--- config.mk ---
export PLATFORM = sky130hd
export DESIGN_NAME = cond_logic
export DESIGN_NICKNAME = d
export VERILOG_FILES = /design/src/rtl/cond_pkg.sv /design/src/rtl/condcheck.sv /design/src/rtl/cond_logic.sv
export SDC_FILE = /design/constraint.sdc
export NUM_CORES = 1
export LEC_CHECK = 0
export CAP_MARGIN = 20
export CORE_MARGIN = 2
export CORE_UTILIZATION = 37
export CTS_CLUSTER_SIZE = 20
export DETAILED_ROUTE_END_ITERATION = 8
export HOLD_SLACK_MARGIN = 0.08
export MAX_ROUTING_LAYER = met4
export PLACE_DENSITY = 0.77
export SYNTH_ARGS = -nofsm -noshare
export SYNTH_HDL_FRONTEND = slang
export SYNTH_SLANG_ARGS = --single-unit
--- constraint.sdc ---
create_clock -name clk -period 4.5 [get_ports clk]
set_input_delay 1.35 -clock clk [delete_from_list [all_inputs] [get_ports clk]]
set_output_delay 1.35 -clock clk [all_outputs]
set_load 0.02 [all_outputs]
--- src/rtl/cond_pkg.sv ---
`default_nettype none
// ============================================================================
//  Module  : cond_pkg (package)
//  Purpose : Shared types and constants for the conditional-execution stage.
//            - cond_e  : ARM condition-field encodings
//            - flags_t : packed {N,Z,C,V} flag vector
//            - *_BIT   : bit positions of each flag inside flags_t
//  Revision: 1.0 - initial release
// ============================================================================
package cond_pkg;

    typedef enum logic [3:0] {
        COND_EQ = 4'h0,
        COND_NE = 4'h1,
        COND_CS = 4'h2,
        COND_CC = 4'h3,
        COND_MI = 4'h4,
        COND_PL = 4'h5,
        COND_VS = 4'h6,
        COND_VC = 4'h7,
        COND_HI = 4'h8,
        COND_LS = 4'h9,
        COND_GE = 4'hA,
        COND_LT = 4'hB,
        COND_GT = 4'hC,
        COND_LE = 4'hD,
        COND_AL = 4'hE,
        COND_NV = 4'hF
    } cond_e;

    localparam int N_BIT = 3;
    localparam int Z_BIT = 2;
    localparam int C_BIT = 1;
    localparam int V_BIT = 0;

    typedef logic [3:0] flags_t;

endpackage : cond_pkg
`default_nettype wire

--- src/rtl/condcheck.sv ---
`default_nettype none
// ============================================================================
//  Module  : condcheck
//  Purpose : Purely combinational evaluation of an ARM condition field
//            against a {N,Z,C,V} flag vector.
//  Ports   : i_cond  [3:0] condition field
//            i_flags [3:0] flags to test, {N,Z,C,V}
//            o_pass        1 when the condition holds
//  Revision: 1.0 - initial release
// ============================================================================
module condcheck
    import cond_pkg::*;
(
    input  logic [3:0] i_cond,
    input  flags_t     i_flags,
    output logic       o_pass
);

    logic w_n;
    logic w_z;
    logic w_c;
    logic w_v;
    logic w_ge;

    assign w_n  = i_flags[N_BIT];
    assign w_z  = i_flags[Z_BIT];
    assign w_c  = i_flags[C_BIT];
    assign w_v  = i_flags[V_BIT];
    // Signed greater-or-equal: N matches V when no signed overflow flipped the sign.
    assign w_ge = (w_n == w_v);

    always_comb begin
        o_pass = 1'b0;
        case (cond_e'(i_cond))
            COND_EQ: o_pass = w_z;
            COND_NE: o_pass = ~w_z;
            COND_CS: o_pass = w_c;
            COND_CC: o_pass = ~w_c;
            COND_MI: o_pass = w_n;
            COND_PL: o_pass = ~w_n;
            COND_VS: o_pass = w_v;
            COND_VC: o_pass = ~w_v;
            COND_HI: o_pass = w_c & ~w_z;
            COND_LS: o_pass = ~w_c | w_z;
            COND_GE: o_pass = w_ge;
            COND_LT: o_pass = ~w_ge;
            COND_GT: o_pass = ~w_z & w_ge;
            COND_LE: o_pass = w_z | ~w_ge;
            COND_AL: o_pass = 1'b1;
            // Reserved encoding never executes.
            COND_NV: o_pass = 1'b0;
            default: o_pass = 1'b0;
        endcase
    end

endmodule : condcheck
`default_nettype wire

--- src/rtl/cond_logic.sv ---
`default_nettype none
// ============================================================================
//  Module  : cond_logic
//  Purpose : Conditional-execution stage. Holds the architectural NZCV flag
//            register, evaluates Cond against the stored flags (condcheck),
//            gates the PC / register / memory write enables and commits new
//            ALU flags under FlagW control with stall and flush support.
//  Ports   : clk, rst_n (async, active-low)
//            InstrValid, Stall, Flush        - pipeline control
//            Cond[3:0], ALUFlags[3:0], FlagW[1:0]
//            PCS, RegW, MemW, NoWrite        - ungated enables from decode
//            PCSrc, RegWrite, MemWrite       - gated enables
//            CondEx                          - live instruction passed its condition
//            Flags[3:0]                      - stored {N,Z,C,V}
//            exec_cnt, squash_cnt [STAT_W]   - only with COND_STATS_EN
//  Config  : `define COND_STATS_EN adds saturating execute/squash counters.
//  Revision: 1.0 - initial release
// ============================================================================
module cond_logic
    import cond_pkg::*;
#(
    parameter int STAT_W = 16
)
(
    input  logic              clk,
    input  logic              rst_n,
    input  logic              InstrValid,
    input  logic              Stall,
    input  logic              Flush,
    input  logic [3:0]        Cond,
    input  logic [3:0]        ALUFlags,
    input  logic [1:0]        FlagW,
    input  logic              PCS,
    input  logic              RegW,
    input  logic              MemW,
    input  logic              NoWrite,
    output logic              PCSrc,
    output logic              RegWrite,
    output logic              MemWrite,
    output logic              CondEx,
    output logic [3:0]        Flags
`ifdef COND_STATS_EN
    ,
    output logic [STAT_W-1:0] exec_cnt,
    output logic [STAT_W-1:0] squash_cnt
`endif
);

    if (STAT_W < 1) begin : g_stat_w_check
        $error("cond_logic: STAT_W must be at least 1");
    end

    flags_t r_flags;
    logic   w_live;
    logic   w_pass;
    logic   w_condex;
    logic   w_commit;

    // Condition is always tested against the stored flags, never the
    // in-flight ALU result, so evaluation needs no bypass path.
    condcheck u_condcheck (
        .i_cond  (Cond),
        .i_flags (r_flags),
        .o_pass  (w_pass)
    );

    assign w_live   = InstrValid & ~Flush;
    assign w_condex = w_live & w_pass;
    // Stall freezes state but leaves the combinational outputs untouched.
    assign w_commit = ~Stall & w_condex;

    assign CondEx   = w_condex;
    assign PCSrc    = PCS & w_condex;
    assign RegWrite = RegW & ~NoWrite & w_condex;
    assign MemWrite = MemW & w_condex;
    assign Flags    = r_flags;

    // N,Z and C,V are written independently so logical ops can leave C,V alone.
    always_ff @(posedge clk or negedge rst_n) begin
        if (!rst_n) begin
            r_flags <= '0;
        end else if (w_commit) begin
            if (FlagW[1]) begin
                r_flags[N_BIT] <= ALUFlags[N_BIT];
                r_flags[Z_BIT] <= ALUFlags[Z_BIT];
            end
            if (FlagW[0]) begin
                r_flags[C_BIT] <= ALUFlags[C_BIT];
                r_flags[V_BIT] <= ALUFlags[V_BIT];
            end
        end
    end

`ifdef COND_STATS_EN
    logic [STAT_W-1:0] r_exec_cnt;
    logic [STAT_W-1:0] r_squash_cnt;
    logic              w_squash;

    // Squashed = live but failed its condition; flushed slots are not counted.
    assign w_squash = ~Stall & w_live & ~w_pass;

    always_ff @(posedge clk or negedge rst_n) begin
        if (!rst_n) begin
            r_exec_cnt   <= '0;
            r_squash_cnt <= '0;
        end else begin
            if (w_commit && (r_exec_cnt != {STAT_W{1'b1}})) begin
                r_exec_cnt <= r_exec_cnt + 1'b1;
            end
            if (w_squash && (r_squash_cnt != {STAT_W{1'b1}})) begin
                r_squash_cnt <= r_squash_cnt + 1'b1;
            end
        end
    end

    assign exec_cnt   = r_exec_cnt;
    assign squash_cnt = r_squash_cnt;
`endif

endmodule : cond_logic
`default_nettype wire

==> results.yml <==
synth:
  yosys.area_share.simple: 0.322
  synth_xor_area_frac: 0.0355
  ys.flop_type: "dfrtp_1"
  synthMuxAreaShare: 0.0609
  syn-num-nets: 76
  ys_types: 27
  syn_avg_cell_area_um2: 8.65
  synth_seq_cells: 4
  syn_inst: 57
  synth-adder-area-share: 0
  synth_edf_count: 0
  synth.yosys.seq_area_share: 0.203
  synthArstFlopShare: 1.00
  synth_compound_area_frac: 0.292
  synthTopCellsByArea: "dfrtp_1 (20%), o32ai_1 (7.1%), nand2_1 (6.9%)"
  synthesis.area_um2: 493
  ys.warnings.count: 0
  yosys.area.top_type: "dfrtp_1"
  synth_top_family_by_area: "simple AND/OR/NAND/NOR gates"
  synth_top_area_frac: 0.203
floorplanning:
  io_pins: 27
  die-area_mm2: 0.00164
  chipWidth_um: 40.5
  die_y_um: 40.5
  row_count: 13
  core_mm2: 0.00127
  start_util: 0.389
setup_path:
  critPathKind: "in2out"
  required_ns: 3.15
  rr_endpoint: "Flags[1]$_DFFE_PN0P_"
  startpoint_type: "primary input"
  crit_fanout: 5
  rr_startpoint: "Flags[2]$_DFFE_PN0P_"
  worst-r2r-cell-count: 6
  arrival_ns: 3.09
  cp-end-kind: "output pin"
  reg2reg_slack_ns: 2.51
timing:
  final_hold_viol_count: 0
  slew_headroom: 0.751
  setup_violations: 0
  whs_ns: 0.581
  period_needed_ns: 4.44
  worst_pin_slew_ns: 0.371
  finClkSkew_ns: 0.00185
  fmax_ghz: 0.225
  report.final.slew_viol_count: 0
  fin_crit_sh: 0.987
clock_network:
  cts.sink_count: 4
  cts_tree: "done"
  clock_latency_ns: 0.23
  clk_pin_slew_ns: 0.04
  clockBufferDepth: 2
  cts_root_buf: "clkbuf_4"
  cts_made_buffers: 3
  htree_num_levels: 1
hold_path:
  holdCritPathClass: "reg2reg"
  worstHoldPathCells: 2
  worstHoldStart: "Flags[3]$_DFFE_PN0P_"
  hold_end: "Flags[3]$_DFFE_PN0P_"
place:
  io_buffers: 26
  placed_cells: 109
  dp_hpwl_mm: 1.15
  placed_cell_area_um2: 853
  routabilityCongestion: 0.834
route:
  drt_iter0_markers: 12
  wl_per_cell_um: 13.2
  totalWireLength_mm: 1.49
  vias_per_cell: 5.13
  drtPass1Iterations: 4
  drt.antenna.violating_nets: 0
  vias: 580
  drc: 0
final_layout:
  antennaDiodeCount: 0
  largest_reg_flops: 4
  design_area_um2: 870
  layout_common_cells: "clkdlybuf4s50_1 (19), buf_4 (15), nand2_1 (9)"
  fill_cells: 102
  fin_nets: 119
  final-instance-count-excl-fill: 113
  area_growth_pct: 76.4
  drive_above_1_share: 0.347
  utilization: 0.685
  layout_commonest_cell: "clkdlybuf4s50_1"
global_routing:
  grtUsageTotal: 0.198
  grt_start_max_net_pins: 10
  grt_pass1_vias: 556
  grt_pass1_wl_mm: 2.10
  antenna_found_initial: 0
  grt_overflow: 0
power:
  power.density_mw_per_mm2: 403
  power.total_w: 0.000350
  p_leak_nw: 0.369
  peakVddDrop_mv: 0.154
outcome:
  run_status: "completed"
job:
  max-cap-violations: 0
[timing repair]
action	in CTS	in global routing
resized for setup	20	4
endpoints found under the setup margin	4	1
buffers inserted	0	1
hold buffers	0	0
[stage by stage]
step | setup slack, ns | TNS, ns
global route | -0.0256 | -0.0437
global placement | -0.604 | -2.14
floorplan | 0.178 | 0
CTS | 0.0608 | 0
detailed placement | -0.654 | -2.31
finish | 0.0596 | 0
[worst max path at each step]
| stage | cells past startpoint | endpoint | startpoint | slack (ns) |
|---|---|---|---|---|
| global route | 7 | RegWrite | Cond[3] | -0.03 |
| detailed placement | 7 | RegWrite | Cond[0] | -0.65 |
| floorplan | 6 | MemWrite | Cond[1] | 0.18 |
| CTS | 7 | RegWrite | Cond[0] | 0.06 |
| finish | 7 | CondEx | Cond[3] | 0.06 |
| global placement | 7 | RegWrite | Cond[0] | -0.60 |
[power breakdown]
group          internal (W)  switching (W)
Clock             0.0000299      0.0000156
Sequential        0.0000545      0.0000227
Combinational      0.000119       0.000108
[per-layer routing]
| metal | GRT usage | share of wire | vias up |
|---|---|---|---|
| met5 | - | 0 | - |
| met4 | 0.0750 | 0.011 | 0 |
| met3 | 0 | 0.055 | 2 |
| met2 | 0.389 | 0.56 | 27 |
| met1 | 0.205 | 0.37 | 252 |
| li1 | - | - | 299 |
[logic make-up after synthesis]
family                    after synthesis
AOI/OAI and AO/OA                      14
xor gates and xnor gates                2
buffers and inverters                   9
DFF                                     4
muxes                                   3
and+or+nand+nor                        25
[synthesized netlist by cell type, types with 2 or more instances]
library cell and number:
dfrtp_1 4, nor2_1 2, nor2b_1 3, mux2i_1 3, o32ai_1 4, inv_1 7, nor3b_1 2, nand2_1 9
o31ai_1 2, nand3b_1 2, o2111ai_1 2, or3b_2 2
[critical path: stages]
cell and delay [ns]:
clkdlybuf4s50_1 0.41, or3b_2 0.46, mux2i_2 0.20, nor2_1 0.10
o21a_4 0.16, nor2_1 0.08, dlygate4sd2_1 0.33
[area by class of cell]
| type | count | area, µm² | area share |
|---|---|---|---|
| Inverter | 7 | 26.3 | 0.0302 |
| Sequential cell | 4 | 100 | 0.115 |
| Timing Repair Buffer | 40 | 344 | 0.396 |
| Tap cell | 15 | 18.8 | 0.0216 |
| Clock buffer | 3 | 22.5 | 0.0259 |
| Multi-Input combinational cell | 44 | 358 | 0.412 |
No activity file was read; power rests on OpenSTA's default activity.
